## src/rtl/int_ctrl_if.sv

```systemverilog
// Request/acknowledge bundle between the Gumnut core and int_ctrl.
// The core side drives the master modport; int_ctrl takes the slave modport.
`timescale 1ns/1ps
interface int_ctrl_if #(
  parameter int N_SRC = 4,
  parameter int VEC_W = 12,
  parameter int IDW   = (N_SRC > 1) ? $clog2(N_SRC) : 1
);
  logic [N_SRC-1:0] irq_i;
  logic             int_en_i;
  logic             imask_we_i;
  logic [N_SRC-1:0] imask_i;
  logic             int_ack_i;
  logic             reti_i;
  logic             int_req_o;
  logic             save_we_o;
  logic [VEC_W-1:0] vec_o;
  logic [IDW-1:0]   src_id_o;
  logic             in_service_o;
  logic [N_SRC-1:0] pend_o;

  modport master (
    output irq_i, int_en_i, imask_we_i,
    output imask_i, int_ack_i, reti_i,
    input  int_req_o, save_we_o, vec_o,
    input  src_id_o, in_service_o, pend_o
  );

  modport slave (
    input  irq_i, int_en_i, imask_we_i,
    input  imask_i, int_ack_i, reti_i,
    output int_req_o, save_we_o, vec_o,
    output src_id_o, in_service_o, pend_o
  );
endinterface

```

## src/rtl/int_ctrl.sv

```systemverilog
// Edge-capturing, masked, fixed-priority interrupt controller that
// sequences the Gumnut interrupt-save register; one handler at a time.
`timescale 1ns/1ps
module int_ctrl #(
  parameter int             N_SRC      = 4,
  parameter int             VEC_W      = 12,
  parameter logic [VEC_W-1:0] VEC_BASE   = 12'h001,
  parameter logic [VEC_W-1:0] VEC_STRIDE = 12'h004,
  localparam int            IDW = (N_SRC > 1) ? $clog2(N_SRC) : 1
) (
  input  logic clk,
  input  logic rst_n,
  input  logic cen,
  int_ctrl_if.slave bus
);

  typedef enum logic [1:0] {
    IDLE,
    PEND,
    SAVE,
    SERV
  } state_e;

  state_e           state_q;
  logic [N_SRC-1:0] pend_q;
  logic [N_SRC-1:0] pend_d;
  logic [N_SRC-1:0] mask_q;
  logic [N_SRC-1:0] irq_prev_q;
  logic [IDW-1:0]   src_id_q;

  logic [N_SRC-1:0] rise;
  logic [N_SRC-1:0] cand;
  logic [N_SRC-1:0] clr;
  logic [IDW-1:0]   win;

  always_comb begin
    rise = bus.irq_i & ~irq_prev_q;
    cand = pend_q & mask_q;
    win  = '0;
    clr  = '0;
    for (int i = N_SRC - 1; i >= 0; i--) begin
      if (cand[i]) win = IDW'(i);
      clr[i] = (state_q == SAVE) &&
               (src_id_q == IDW'(i));
    end
    // a fresh edge on the bit being retired keeps it pending
    pend_d = (pend_q & ~clr) | rise;
  end

  always_ff @(posedge clk or negedge rst_n) begin
    if (!rst_n) begin
      state_q    <= IDLE;
      pend_q     <= '0;
      mask_q     <= '0;
      irq_prev_q <= '0;
      src_id_q   <= '0;
    end else if (cen) begin
      irq_prev_q <= bus.irq_i;
      pend_q     <= pend_d;
      if (bus.imask_we_i) mask_q <= bus.imask_i;
      unique case (state_q)
        IDLE: begin
          if (bus.int_en_i && |cand) begin
            src_id_q <= win;
            state_q  <= PEND;
          end
        end
        PEND: begin
          if (bus.int_ack_i) state_q <= SAVE;
          else if (!bus.int_en_i) state_q <= IDLE;
        end
        SAVE: state_q <= SERV;
        SERV: begin
          if (bus.reti_i) state_q <= IDLE;
        end
        default: state_q <= IDLE;
      endcase
    end
  end

  assign bus.int_req_o    = (state_q == PEND);
  assign bus.save_we_o    = (state_q == SAVE);
  assign bus.in_service_o = (state_q == SERV);
  assign bus.src_id_o     = src_id_q;
  assign bus.pend_o       = pend_q;
  assign bus.vec_o        = VEC_BASE +
                            VEC_W'(src_id_q) * VEC_STRIDE;

endmodule
```

## src/flat_wrapper.sv

```systemverilog
// flat-port wrapper written by rule: the top's interface ports become plain ports
module int_ctrl_flat 
#(
  parameter int             N_SRC      = 4,
  parameter int             VEC_W      = 12,
  parameter logic [VEC_W-1:0] VEC_BASE   = 12'h001,
  parameter logic [VEC_W-1:0] VEC_STRIDE = 12'h004,
  localparam int            IDW = (N_SRC > 1) ? $clog2(N_SRC) : 1
)
  (clk, rst_n, cen, bus_irq_i, bus_int_en_i, bus_imask_we_i, bus_imask_i, bus_int_ack_i, bus_reti_i, bus_int_req_o, bus_save_we_o, bus_vec_o, bus_src_id_o, bus_in_service_o, bus_pend_o);
  int_ctrl_if #(.N_SRC(N_SRC), .VEC_W(VEC_W)) bus_i ();
  input  logic clk;
  input  logic rst_n;
  input  logic cen;
  input wire logic [$bits(bus_i.irq_i)-1:0] bus_irq_i;
  input wire logic [$bits(bus_i.int_en_i)-1:0] bus_int_en_i;
  input wire logic [$bits(bus_i.imask_we_i)-1:0] bus_imask_we_i;
  input wire logic [$bits(bus_i.imask_i)-1:0] bus_imask_i;
  input wire logic [$bits(bus_i.int_ack_i)-1:0] bus_int_ack_i;
  input wire logic [$bits(bus_i.reti_i)-1:0] bus_reti_i;
  output wire logic [$bits(bus_i.int_req_o)-1:0] bus_int_req_o;
  output wire logic [$bits(bus_i.save_we_o)-1:0] bus_save_we_o;
  output wire logic [$bits(bus_i.vec_o)-1:0] bus_vec_o;
  output wire logic [$bits(bus_i.src_id_o)-1:0] bus_src_id_o;
  output wire logic [$bits(bus_i.in_service_o)-1:0] bus_in_service_o;
  output wire logic [$bits(bus_i.pend_o)-1:0] bus_pend_o;
  assign bus_i.irq_i = bus_irq_i;
  assign bus_i.int_en_i = bus_int_en_i;
  assign bus_i.imask_we_i = bus_imask_we_i;
  assign bus_i.imask_i = bus_imask_i;
  assign bus_i.int_ack_i = bus_int_ack_i;
  assign bus_i.reti_i = bus_reti_i;
  assign bus_int_req_o = bus_i.int_req_o;
  assign bus_save_we_o = bus_i.save_we_o;
  assign bus_vec_o = bus_i.vec_o;
  assign bus_src_id_o = bus_i.src_id_o;
  assign bus_in_service_o = bus_i.in_service_o;
  assign bus_pend_o = bus_i.pend_o;
  int_ctrl #(.N_SRC(N_SRC), .VEC_W(VEC_W), .VEC_BASE(VEC_BASE), .VEC_STRIDE(VEC_STRIDE)) u_core (.clk(clk), .rst_n(rst_n), .cen(cen), .bus(bus_i));
endmodule
```

## config.mk

```make
export PLATFORM = sky130hd
export DESIGN_NAME = int_ctrl_flat
export DESIGN_NICKNAME = d
export VERILOG_FILES = /design/src/rtl/int_ctrl_if.sv /design/src/rtl/int_ctrl.sv /design/src/flat_wrapper.sv
export SDC_FILE = /design/constraint.sdc
export NUM_CORES = 1
export LEC_CHECK = 0
export BUFFER_PORTS_ARGS = -buffer_cell sky130_fd_sc_hd__buf_2
export CORE_MARGIN = 3
export CORE_UTILIZATION = 50
export CTS_BUF_LIST = sky130_fd_sc_hd__clkbuf_4
export CTS_CLUSTER_DIAMETER = 50
export DETAILED_ROUTE_END_ITERATION = 8
export GPL_ROUTABILITY_DRIVEN = 0
export GPL_TIMING_DRIVEN = 0
export PLACE_DENSITY = 0.83
export SLEW_MARGIN = 5
export SYNTH_ARGS = -nofsm -noshare
export SYNTH_HDL_FRONTEND = slang
export SYNTH_SLANG_ARGS = --single-unit
```

## constraint.sdc

```tcl
create_clock -name clk -period 3.5 [get_ports clk]
set_clock_uncertainty 0.2 [all_clocks]
set_input_delay 0.7 -clock clk [delete_from_list [all_inputs] [get_ports clk]]
set_output_delay 0.7 -clock clk [all_outputs]
set_load 0.05 [all_outputs]
```

After elaboration in Yosys (flattened, before gate mapping)

Index checks and enable logic that the tools add are counted.

Bits in registers: 16
Input bits: 15
Word-level logic and storage cells: 41
Output and inout bits: 21

Eq/ne operators: 9
Add/sub/neg operators: 1
Reductions and logical operators: 11
Muxes and demuxes: 9
Bitwise operators: 6

Operators with widths:

| kind                                                   | number |
|---|---|
| 2-to-1 mux 2 bit                                       | 8 |
| AND 4 bit                                              | 3 |
| == test 2 bit (second input constant)                  | 4 |
| inverter 4 bit                                         | 2 |
| one-hot mux 2 bit (4 select lines)                     | 1 |
| adder 1 x 4 -> 5 bit (first input constant)            | 1 |
| logical AND 1 bit                                      | 5 |
| == test 2 x 1 -> 1 bit (second input constant)         | 2 |
| zero test 2 bit                                        | 2 |
| OR 4 bit                                               | 1 |
| AND reduction 4 bit                                    | 1 |
| OR reduction 4 bit                                     | 1 |
| inequality test 3 bit (second input constant)          | 1 |
| AND reduction 3 bit                                    | 1 |
| inequality test 2 x 1 -> 1 bit (second input constant) | 1 |
| inequality test 2 bit (second input constant)          | 1 |
| AND reduction 2 bit                                    | 1 |

Logic depth before layout (Yosys ltp)

Word-level depth: 5
Gate-level depth with buffers: 4
Depth with buffers taken out: 4

Least setup slack after synthesis

No wires, ideal clock.

Path kind: register -> output
Start point: register u_core.src_id_q[1], in the netlist u_core.bus.src_id_o[1]
End point: output port bus_vec_o[3]
Path buffers: 1
Setup slack: 1649 ps
Arrival: 951 ps
Stages on the path, launching flop included: 2
Required time: 2600 ps
Path through: dfrtp_1 > buf_4

Cells in the longest elaborated chain, start to end: 1

Ends and longest elaborated chain:

| item                   | line               | RTL |
|---|---|---|
| from (decl)            | int_ctrl.sv:29     | `logic [IDW-1:0] src_id_q;` |
| from (signal assigned) | int_ctrl.sv:64     | `src_id_q <= win;` |
| adder 1 x 4 -> 5 bit   | int_ctrl.sv:86     | `assign bus.vec_o = VEC_BASE +` |
| to (decl)              | flat_wrapper.sv:23 | `output wire logic [$bits(bus_i.vec_o)-1:0] bus_vec_o;` |

No other way between the ends.

Final worst setup path

Start point: register u_core.state_q[0]
End point: output port bus_save_we_o

Cells in the longest elaborated chain, start to end: 1

Ends and longest elaborated chain:

| item                   | line               | RTL |
|---|---|---|
| from (decl)            | int_ctrl.sv:24     | `state_e state_q;` |
| from (signal assigned) | int_ctrl.sv:52     | `state_q <= IDLE;` |
| from (signal assigned) | int_ctrl.sv:65     | `state_q <= PEND;` |
| from (signal assigned) | int_ctrl.sv:69     | `if (bus.int_ack_i) state_q <= SAVE;` |
| == test 2 bit          | int_ctrl.sv:82     | `assign bus.save_we_o = (state_q == SAVE);` |
| to (decl)              | flat_wrapper.sv:22 | `output wire logic [$bits(bus_i.save_we_o)-1:0] bus_save_we_o;` |

No other way between the ends.

==> impl_metrics.py <==
metrics = {
    "power_and_ir_drop": {
        "fin_total_pwr_mw": 0.841,
        "seq_power_share_pct": 35.1,
        "combinationalPowerShare_pct": 53.4,
        "ir_drop_mv": 0.628,
        "power_leakage_nw": 0.527,
        "p_per_area_mw_per_mm2": 823,
        "swShare_pct": 51.3,
        "p_int_mw": 0.410,
        "switching_power_total_mw": 0.432,
        "pwr-share-clk_pct": 11.5,
    },
    "die": {
        "initial_utilization_pct": 54.2,
        "core_area_mm2": 0.00152,
        "boundaryPins": 36,
        "design.die.area_mm2": 0.00218,
        "die_y_um": 46.6,
        "fp.dieW_um": 46.6,
        "std_cell_rows": 14,
    },
    "yosys": {
        "synth_enable_flop_cells": 0,
        "synth.distinct_cells": 23,
        "post_synth.cell_area_avg_um2": 9.95,
        "synth_area_um2": 826,
        "synthFlopType": "sky130_fd_sc_hd__dfrtp_1",
        "synth_top_cells_by_area": "sky130_fd_sc_hd__dfrtp_1 (48%), sky130_fd_sc_hd__buf_4 (12%), sky130_fd_sc_hd__mux2_2 (8.2%)",
        "synth_async_sr_flop_share_pct": 100,
        "post-synth-top-area-fraction_pct": 48.5,
        "ys.warnings.count": 0,
        "cell_type_contributing_the_most_total_cell_area_after_synthesis": "sky130_fd_sc_hd__dfrtp_1",
        "synth_seq_area_share_pct": 48.5,
        "synth_seq_cells": 16,
        "postSynthCellCount": 83,
    },
    "clock_network": {
        "cts.sink_count": 16,
        "postCtsResizedCells": 0,
        "cts_tree": "done",
        "clkLatencyLatePin_ns": 0.28,
        "cts_inserted_buffers": 3,
        "clk_pin_slew_worst_paths_ns": 0.09,
        "root_buffer": "sky130_fd_sc_hd__clkbuf_4",
        "clock_tree.buffer_depth": 2,
        "cts-htree-levels": 1,
        "number_of_buffers_inserted_by_post_cts_setup_repair": 0,
        "ctsHoldBuffers": 0,
    },
    "global_route": {
        "grt.total_usage_pct": 16.2,
        "grt_pass1_vias": 599,
        "grt_pass1_wl_mm": 2.49,
        "pin_count_of_the_biggest_net_entering_global_routing": 17,
        "grt_remaining_overflow": 0,
        "grt_antenna_before_repair": 0,
    },
    "final_layout": {
        "post_layout_nonfiller_instances": 135,
        "multi_input_area_um2": 328,
        "area.growth.synth_to_final_pct": 23.8,
        "fill_cells": 133,
        "mostFrequentLayoutCell": "sky130_fd_sc_hd__buf_2",
        "design.final.nets": 135,
        "share_of_final_layout_standard_cells_stronger_than_drive_strength_1_pct": 42.0,
        "seq_area_um2": 400,
        "most_frequent_cells_in_the_layout": "sky130_fd_sc_hd__buf_2 (24), sky130_fd_sc_hd__dfrtp_1 (16), sky130_fd_sc_hd__buf_4 (13)",
        "antenna-diode-count": 0,
    },
    "critical_path": {
        "crit_buf_inv": 1,
        "reg2reg_setup_slack_ns": 1.93,
        "worstSetupPathType": "reg -> out",
        "arrival_ns": 1.24,
        "crit_path_top_delay_cell": "sky130_fd_sc_hd__dfrtp_1",
        "highest_net_fanout_along_the_worst_path": 7,
        "max_stage_delay_ns": 0.44,
        "critPathRequiredTime_ns": 2.60,
        "cp-start-kind": "flop",
        "cp_cell_sequence": "and2b_2 > buf_2",
        "critPathTopFamily": "flip-flops",
        "setup.worst_path.end_class": "output port",
    },
    "place": {
        "placed_cell_count": 131,
        "port_buffers": 24,
        "hpwlAfterDp_mm": 1.23,
    },
    "timing": {
        "timing.fmax_ghz": 0.467,
        "report.final.setup_viol": 0,
        "layout_min_cycle_time_ns": 2.14,
        "timing_hold_violations_final": 0,
        "rsz0062_at_grt": "false",
        "maxSlewViolCount": 0,
        "fin_tns_setup_ns": 0,
        "timing.final.crit_share_pct": 61.2,
        "fin_hold_ws_ns": 0.107,
    },
    "status": {
        "result_of_the_run": "completed",
    },
    "route": {
        "drt-vias-per-instance": 4.92,
        "via_count": 664,
        "detail_route.first_pass.iterations": 4,
        "avgRoutedWirePerCell_um": 11.0,
        "drt_iter0_markers": 16,
        "drc": 0,
        "wl_final_mm": 1.49,
        "antenna_violating_nets_post_route": 0,
    },
    "flow_run": {
        "maxCapViolations": 0,
    },
    "min_path": {
        "hp-class": "in -> async",
    },
}
synth_stat cells (2+ instances only):
library cell / count
sky130_fd_sc_hd__a21oi_1: 3
sky130_fd_sc_hd__inv_1: 5
sky130_fd_sc_hd__buf_4: 13
sky130_fd_sc_hd__and2b_2: 2
sky130_fd_sc_hd__nand2_1: 10
sky130_fd_sc_hd__mux2_2: 6
sky130_fd_sc_hd__conb_1: 2
sky130_fd_sc_hd__dfrtp_1: 16
sky130_fd_sc_hd__o21ai_0: 9
sky130_fd_sc_hd__nor2_1: 3
sky130_fd_sc_hd__a31oi_1: 2
power by group through the flow:
stage	registers, mW	logic [mW]	clock network (mW)
after CTS	0.296	0.452	0.101
after floorplan	0.389	0.265	0
after global placement	0.297	0.446	0
after detailed placement	0.300	0.452	0
final	0.296	0.449	0.0963
after global routing	0.308	0.478	0.108
worst paths after layout:
| path | start | endpoint | cells after the start |
|---|---|---|---|
| worst max-delay path | u_core.state_q[0] | bus_save_we_o | 2 |
| worst min-delay path | rst_n | u_core.irq_prev_q[2] | 1 |
| worst max register to register | u_core.state_q[0] | u_core.bus.pend_o[1] | 4 |
| worst min register to register | u_core.irq_prev_q[2] | u_core.bus.pend_o[2] | 1 |
| max in group asynchronous | rst_n | u_core.irq_prev_q[0] | 1 |
| min in group clk | u_core.irq_prev_q[2] | u_core.bus.pend_o[2] | 1 |
cell type report:
cell class,instances,area share (%)
Buffer,14,10.6
Clock buffer,3,2.20
Clock inverter,1,0.367
Inverter,5,1.84
Multi-Input combinational cell,56,32.1
Sequential cell,16,39.2
Tap cell,16,1.96
Timing Repair Buffer,24,11.8
routing by layer:
| layer | GRT usage (%) | wire length [um] | up-vias |
|---|---|---|---|
| met1 | 17.8 | 546 | 308 |
| met3 | 7.42 | 144 | 2 |
| met5 | 0 | 0 | - |
| met4 | 4.97 | 17 | 0 |
| met2 | 27.7 | 781 | 21 |
| li1 | - | - | 333 |
worst register-to-register path, cell delays in order, from the launching register on:
cell	delay [ns]
sky130_fd_sc_hd__dfrtp_1	0.44
sky130_fd_sc_hd__and2b_2	0.26
sky130_fd_sc_hd__nand2_1	0.06
sky130_fd_sc_hd__or3_1	0.31
sky130_fd_sc_hd__a32o_1	0.20
kinds of logic (layout without fill, tap and decap cells):
logic type,count (synthesis),in the layout,synth area share (%)
multiplexers,6,6,8.18
AND/OR/NAND/NOR,20,20,12.0
buffers and inverters,19,47,15.5
flip-flops,16,16,48.5
other,2,10,0.909
AO/OA/AOI/OAI,20,20,15.0
sequential cells by signal, indices dropped and copies added, names as in the netlist, named ones only:
signal	count
u_core.state_q	1
u_core.bus.src_id_o	2
u_core.irq_prev_q	4
u_core.mask_q	4
u_core.bus.pend_o	4
through the flow:
stage | util [%] | worst slack (ns) | instance area [um^2]
2_1_floorplan | - | 1.65 | 856
3_3_place_gp | 65.4 | 1.67 | 996
3_5_place_dp | 65.4 | 1.67 | 996
4_1_cts | 67.1 | 1.35 | 1020
5_1_grt | 67.1 | 1.29 | 1020
6_report | 67.1 | 1.36 | 1020
(Power assumes the default switching activity.)
